**src/rtl/mod_subtractor.sv**
```systemverilog
// mod_subtractor
// ----------------------------------------------------------------------------
// Multi-cycle modular subtractor: diff = (a - b) mod p, processed one LIMB-bit
// limb per clock. A first pass computes a - b limb by limb with a rippling
// borrow. If the final borrow is set, the raw difference wrapped below zero,
// so a second pass adds p back limb by limb. The final carry of that pass is
// dropped, which folds the result back into 0..p-1.
//
// `DATAWIDTH and `FIELD_P are the shared field values supplied to the field
// arithmetic blocks. The guarded fallbacks below only apply when they have
// not already been defined in this compilation.
//
// Ports
//   clk         : single clock; all state changes on its rising edge
//   rst_n       : asynchronous, active-low reset
//   enable      : start request; accepted in IDLE or DONE
//   a           : minuend, expected in 0..p-1
//   b           : subtrahend, expected in 0..p-1
//   busy        : high while an operation is in flight
//   outputReady : high while diff holds a completed result
//   diff        : (a - b) mod p; updated only when a result completes
// ----------------------------------------------------------------------------

`ifndef DATAWIDTH
`define DATAWIDTH 64
`endif
`ifndef FIELD_P
`define FIELD_P 64'hFFFF_FFFF_0000_0001
`endif

module mod_subtractor #(
    parameter int LIMB = 32
) (
    input  logic                  clk,
    input  logic                  rst_n,
    input  logic                  enable,
    input  logic [`DATAWIDTH-1:0] a,
    input  logic [`DATAWIDTH-1:0] b,
    output logic                  busy,
    output logic                  outputReady,
    output logic [`DATAWIDTH-1:0] diff
);

    localparam int W     = `DATAWIDTH;
    localparam int NLIMB = W / LIMB;
    localparam int IW    = (NLIMB > 1) ? $clog2(NLIMB) : 1;

    localparam logic [IW-1:0] LASTIDX = IW'(NLIMB - 1);
    localparam logic [W-1:0]  PMOD    = W'(`FIELD_P);

    localparam logic [1:0] IDLE = 2'd0;
    localparam logic [1:0] SUB  = 2'd1;
    localparam logic [1:0] CORR = 2'd2;
    localparam logic [1:0] DONE = 2'd3;

    logic [1:0]    state;
    logic [IW-1:0] limbIdx;
    logic          chain;
    logic [W-1:0]  opA;
    logic [W-1:0]  opB;
    logic [W-1:0]  work;

    logic [LIMB-1:0] limbA;
    logic [LIMB-1:0] limbB;
    logic [LIMB-1:0] limbW;
    logic [LIMB-1:0] limbP;
    logic [LIMB:0]   subExt;
    logic [LIMB:0]   addExt;
    logic [LIMB-1:0] limbRes;
    logic            chainOut;
    logic [W-1:0]    workNext;
    logic            isLast;
    int              limbSel;

    // Datapath for the current limb. The borrow (SUB) or carry (CORR) lives
    // in one shared bit, since only one pass is active at a time. Both passes
    // are done in LIMB+1 bits: in the subtraction the extra top bit is set
    // exactly when the limb result went negative, so it is the borrow-out. In
    // the addition it is the carry-out. workNext is the working register with
    // the current limb replaced, so the last limb can go to diff on the same
    // edge that finishes the operation.
    always_comb begin
        limbSel  = int'(limbIdx) * LIMB;
        limbA    = opA[limbSel +: LIMB];
        limbB    = opB[limbSel +: LIMB];
        limbW    = work[limbSel +: LIMB];
        limbP    = PMOD[limbSel +: LIMB];
        subExt   = {1'b0, limbA} - {1'b0, limbB} - {{LIMB{1'b0}}, chain};
        addExt   = {1'b0, limbW} + {1'b0, limbP} + {{LIMB{1'b0}}, chain};
        limbRes  = subExt[LIMB-1:0];
        chainOut = subExt[LIMB];
        if (state == CORR) begin
            limbRes  = addExt[LIMB-1:0];
            chainOut = addExt[LIMB];
        end
        workNext = work;
        workNext[limbSel +: LIMB] = limbRes;
        isLast   = (limbIdx == LASTIDX);
    end

    // Control FSM and state registers. Operands are captured only in IDLE or
    // DONE, so a and b may change freely once an operation has started, and
    // an enable seen during SUB or CORR is ignored. diff is written only on
    // the finishing edge, so partially built limbs are never visible on it.
    always_ff @(posedge clk or negedge rst_n) begin
        if (!rst_n) begin
            state       <= IDLE;
            limbIdx     <= '0;
            chain       <= 1'b0;
            opA         <= '0;
            opB         <= '0;
            work        <= '0;
            diff        <= '0;
            busy        <= 1'b0;
            outputReady <= 1'b0;
        end else begin
            case (state)
                IDLE, DONE: begin
                    if (enable) begin
                        opA         <= a;
                        opB         <= b;
                        limbIdx     <= '0;
                        chain       <= 1'b0;
                        state       <= SUB;
                        outputReady <= 1'b0;
                        busy        <= 1'b1;
                    end
                end
                SUB: begin
                    work <= workNext;
                    if (isLast) begin
                        limbIdx <= '0;
                        chain   <= 1'b0;
                        if (chainOut) begin
                            state <= CORR;
                        end else begin
                            state       <= DONE;
                            diff        <= workNext;
                            outputReady <= 1'b1;
                            busy        <= 1'b0;
                        end
                    end else begin
                        limbIdx <= limbIdx + IW'(1);
                        chain   <= chainOut;
                    end
                end
                CORR: begin
                    work <= workNext;
                    if (isLast) begin
                        limbIdx     <= '0;
                        chain       <= 1'b0;
                        state       <= DONE;
                        diff        <= workNext;
                        outputReady <= 1'b1;
                        busy        <= 1'b0;
                    end else begin
                        limbIdx <= limbIdx + IW'(1);
                        chain   <= chainOut;
                    end
                end
                default: begin
                    state <= IDLE;
                end
            endcase
        end
    end

endmodule
```
**config.mk**
```make
export PLATFORM = sky130hd
export DESIGN_NAME = mod_subtractor
export DESIGN_NICKNAME = d
export VERILOG_FILES = /design/src/rtl/mod_subtractor.sv
export SDC_FILE = /design/constraint.sdc
export NUM_CORES = 1
export LEC_CHECK = 0
export ABC_AREA = 1
export BUFFER_PORTS_ARGS = -buffer_cell sky130_fd_sc_hd__buf_2
export CORE_AREA = 2 2 171 173
export CTS_CLUSTER_SIZE = 16
export DETAILED_ROUTE_END_ITERATION = 10
export DIE_AREA = 0 0 173 175
export HOLD_SLACK_MARGIN = 0.1
export PLACE_DENSITY = 0.86
export SLEW_MARGIN = 20
export SYNTH_ARGS = -nofsm -noshare
export SYNTH_HDL_FRONTEND = slang
export SYNTH_SLANG_ARGS = --single-unit
export TNS_END_PERCENT = 30
```
**constraint.sdc**
```tcl
create_clock -name clk -period 5.3 [get_ports clk]
set_clock_uncertainty 0.2 [all_clocks]
set_input_delay 0.53 -clock clk [delete_from_list [all_inputs] [get_ports clk]]
set_output_delay 0.53 -clock clk [all_outputs]
set_load 0.05 [all_outputs]
```
; After elaboration in Yosys (flattened, before gate mapping)
; Index checks and enable logic that the tools add are counted.
[totals]
mem_bits_rw = 0
latch_bits = 0
n_memories = 0
inputBits = 131
out_inout_bits = 66
regBits = 262
rom_bits = 0
[classes]
order_cmp = 0
eq_ne = 7
n_reduce_logical = 8
n_mul = 0
shift = 6
n_bitwise = 0
n_addsub = 6
div_mod_pow = 0
mux = 26
[op_table]
columns = op, n
row1 = 64-bit two-way mux, 3
row2 = 64-bit by 7-bit indexed part select with 32-bit output, 3
row3 = 64-bit one-hot mux with 2 select lines, 1
row4 = 64-bit bitwise mux, 1
row5 = "32-bit by 33-bit variable shift with 64-bit output, first input constant", 1
row6 = 32-bit by 33-bit indexed part select with 64-bit output, 1
row7 = "64-bit by 7-bit indexed part select with 32-bit output, first input constant", 1
row8 = 32-bit by 32-bit adder with 33-bit output, 1
row9 = 33-bit by 1-bit adder with 33-bit output, 1
row10 = 6-bit negator with 33-bit output, 1
row11 = 32-bit by 32-bit subtractor with 33-bit output, 1
row12 = 33-bit by 1-bit subtractor with 33-bit output, 1
row13 = 32-bit two-way mux, 1
row14 = 1-bit two-way mux, 12
row15 = "2-bit inequality test, second input constant", 4
row16 = 4-bit AND reduction, 2
row17 = 2-bit two-way mux, 3
row18 = 1-bit one-hot mux with 3 select lines, 2
row19 = 2-bit one-hot mux with 3 select lines, 1
row20 = "2-bit equality test, second input constant", 2
row21 = 1-bit one-hot mux with 2 select lines, 2
row22 = 2-bit OR reduction, 2
row23 = 3-bit AND reduction, 1
row24 = "2-bit by 1-bit equality test with 1-bit output, second input constant", 1
row25 = other kinds (4), 4

; Logic depth before layout (Yosys ltp)
[logic_depth]
word_depth = 9
ltp_mapped = 25
mapped_depth_nobuf = 23

; Worst setup path before layout
; OpenSTA, ideal clock, no wires.
[synth_timing]
kind = register -> register
from = register limbIdx, in the netlist isLast
to = register diff[32]
path_slack_ns = 0.643
arrival_time_ns = 4.331
setup_time_ns = 0.126
path_buffers = 5
synth_period_minus_slack_ns = 4.657
stages_incl_launch_ff = 23
cell_sequence = dfrtp_1 buf_2 clkbuf_1 clkbuf_1 mux2i_1 fa_1 fa_1 nand2_1 nand2_1 nand2_1 nand2_1 nand2_1 nand2_1 nand2_1 nand2_1 nand3_1 nand3_2 nand3_4 nand2_4 buf_12 buf_6 nand2_1 o21ai_2
[synth_between]
elab_chain_cells = 9
elab_cells_between_ends = 22
cone_classes = 5 x add/sub / 3 x eq/ne / 6 x shift / 7 x mux / 1 x reduce/logical
[synth_rtl]
columns = element, line
row1 = start: declaration, 57  ; logic [IW-1:0] limbIdx;
row2 = start signal: assignment, 143  ; limbIdx <= limbIdx + IW'(1);
row3 = start signal: assignment, 157  ; limbIdx <= limbIdx + IW'(1);
row4 = 64-bit by 7-bit indexed part select with 32-bit output (on tied branches), n/a
row5 = 32-bit by 32-bit subtractor with 33-bit output or 32-bit by 32-bit adder with 33-bit output (tied branches), "88, 89"
row6 = 33-bit by 1-bit subtractor with 33-bit output or 33-bit by 1-bit adder with 33-bit output (tied branches), "88, 89"
row7 = 32-bit two-way mux, 92  ; if (state == CORR) begin
row8 = 32-bit by 33-bit indexed part select with 64-bit output, 97  ; workNext[limbSel +: LIMB] = limbRes;
row9 = 64-bit bitwise mux, 97
row10 = 64-bit two-way mux, 134  ; if (chainOut) begin
row11 = 64-bit two-way mux, 131  ; if (isLast) begin
row12 = 64-bit one-hot mux with 2 select lines, 117  ; case (state)
row13 = end signal: assignment, 138  ; diff <= workNext;
row14 = end signal: assignment, 153  ; diff <= workNext;
row15 = end: declaration, 41  ; output logic [`DATAWIDTH-1:0] diff
; Parallel ways exist; a longest one is shown, timed or not. The select of a mux whose other input is x is not followed.
; A chain may end at the register's enable or synchronous reset.

; Final worst setup path
[layout_timing]
from = register limbIdx, in the netlist isLast
to = register diff[48]
; The elaborated chain is that of the path after synthesis.

==> results.cfg <==
[status]
status = complete, no violations

[clock_tree]
clock_sinks = 262
cts_tree = done
h-tree-depth = 1
clk_latency_ns = 0.56
clkTransAtPathRegs_ns = 0.07
cts.path.max_buffers = 3
cts_buffers = 27
clockRootBuffer = clkbuf_16
cts_setup_buffers = 0

[synthesis]
synthCells = 2234
synthArstFlopShare = 1.00
syn_nets = 2462
synth_top_area_cell = dfrtp_1
synth.top_cell.area_share = 0.388
avgSynthCellArea_um2 = 7.55
ys_top_cells_by_area = dfrtp_1, nand2_1, mux2_2
ys_seq_area_frac = 0.388
synth_warnings = 0
yosysUniqueCellTypes = 41
synthFlopType = dfrtp_1
yosys-top-cells-count = nand2_1, inv_1, dfrtp_1
synth.most_common_cell = nand2_1
ys_ff_latch = 262
synth_edf_count = 0
synth_area_um2 = 16900

[floorplan]
die_area_um2 = 30300
dieHeight_um = 175
die_width_um = 173
core-area_um2 = 28400
num_io_pins = 197
initial_core_util = 0.594
num_rows = 62

[layout]
syn2layout_area_growth_pct = 20.7
drive_above_1_share = 0.172
num-fill-cells = 2140
fin_cells = 2927
finalNetCount = 2752

[place]
place_inst = 2750
place_congestion = 1.01
dpl.hpwl_um = 34900
io_buffers = 196

[detailed_routing]
via_per_inst = 5.47
ant_nets = 0
vias = 16000
drt-initial-drc-count = 1437
firstDrtPassIters = 5
routed_wl_um = 51400
wl_per_cell_um = 17.6
drc = 0

[timing]
drv_slew = 0
rsz0062_at_grt = no
final_hold_viol_count = 0
max_freq_ghz = 0.220
fin_setup_tns_ns = 0
setup_viol = 0
holdWs_ns = 0.218
tightest_slew_ns = 1.04
slew_headroom = 0.305
finalCriticalPeriod_ns = 4.54
final.period_utilization = 0.856

[run]
max-cap-violations = 0

[critical_path]
reg2reg_slack_ns = 0.76
start_kind = register
endpoint_kind = register
reg2reg_depth = 21
worst-setup-path-type = register to register
crit_required_ns = 5.57
cp_data_arrival_time_ns = 4.80
path_max_fanout = 92

[global_routing]
antenna_found_initial = 2
grt_max_degree = 140
grt_pass1_vias = 16000
grt_overflow = 0
grt_first_pass_wirelength_um = 82100
track_usage = 0.339

[hold_path]
hp-class = primary input to register
whs_path_depth = 4
-- final timing paths --
path,endpoint,start
min in group asynchronous,diff[62]$_DFFE_PN0P_,rst_n
max in group asynchronous,opB[30]$_DFFE_PN0P_,rst_n
worst max register to register,diff[48]$_DFFE_PN0P_,isLast$_DFFE_PN0P_
worst max-delay path,diff[48]$_DFFE_PN0P_,isLast$_DFFE_PN0P_
worst min register to register,diff[36]$_DFFE_PN0P_,diff[36]$_DFFE_PN0P_
worst min-delay path,isLast$_DFFE_PN0P_,enable
-- layout make-up --
| cell class | count | area (um^2) | share of cell area |
|---|---|---|---|
| Antenna cell | 2 | 5.00 | 0.000246 |
| Clock buffer | 32 | 724 | 0.0356 |
| Clock inverter | 14 | 234 | 0.0115 |
| Inverter | 282 | 1060 | 0.0520 |
| Multi-Input combinational cell | 1611 | 8870 | 0.436 |
| Sequential cell | 262 | 6560 | 0.322 |
| Tap cell | 384 | 480 | 0.0236 |
| Timing Repair Buffer | 340 | 2430 | 0.119 |
-- metrics by stage --
step                      worst slack (ns)  instance area [um^2]   util
final                                0.763                 20400  0.717
after global routing                 0.471                 20400  0.717
after CTS                            0.871                 20400  0.717
after detailed placement             0.976                 18100  0.638
after global placement                1.01                 18100  0.638
after floorplan                      0.643                 16900      -
-- logic make-up (layout without fill, tap and decap cells) --
kind of cell / count (synthesis) / after routing / share of synthesized area
multiplexers: 158 / 158 / 0.103
AO/OA/AOI/OAI: 256 / 256 / 0.0841
other: 0 / 2 / 0
flip-flops: 262 / 262 / 0.388
AND/OR/NAND/NOR: 1095 / 1095 / 0.262
XOR/XNOR: 5 / 5 / 0.00260
adder cells (fa/ha/maj): 97 / 97 / 0.0733
buffers and inverters: 361 / 668 / 0.0862
-- sequential cells by signal (all words and copies together), names as in the netlist --
name	flops
isLast	1
outputReady	1
chain	1
state	2
opB	64
opA	64
busy	1
work	64
diff	64
-- timing repair --
action,in CTS,in global routing
hold endpoints to repair,234,0
hold buffers,129,0
resized for setup,0,0
-- worst max-delay path, cell delays in order (launching register included) --
cell and delay (ns):
dfrtp_4 0.62, inv_2 0.41, buf_4 0.31, nand2_1 0.13, nand2_1 0.10, ha_1 0.24
inv_1 0.07, ha_1 0.29, nand2_1 0.16, inv_1 0.05, nand2_1 0.06, nand2_1 0.07
nand2_1 0.06, nand3_1 0.08, a21oi_1 0.24, nand3_1 0.13, nand3_2 0.14, nand3_4 0.24
nand2_4 0.16, buf_12 0.38, nand2_1 0.12, o21ai_1 0.12
-- cells in the final DEF, fill, tap and decap left out, types with 94 or more instances in the layout --
cell type	Yosys	final
nand2_1	823	822
inv_1	280	279
dfrtp_1	262	261
buf_2	6	195
o21ai_0	140	140
dlygate4sd3_1	0	129
mux2_2	125	125
nor2_1	106	106
nand3_1	97	97
ha_1	94	94
-- routing by layer --
layer / up-vias / wire, um / global-route usage
met1: 7485 / 20200 / 0.410
met2: 656 / 25300 / 0.599
met4: 0 / 2490 / 0.154
met5: - / 0 / 0
li1: 7704 / - / -
met3: 156 / 3420 / 0.0494
Power is not shown: default switching activity piles up to over one toggle a cycle in this logic, so the estimate is an artifact.
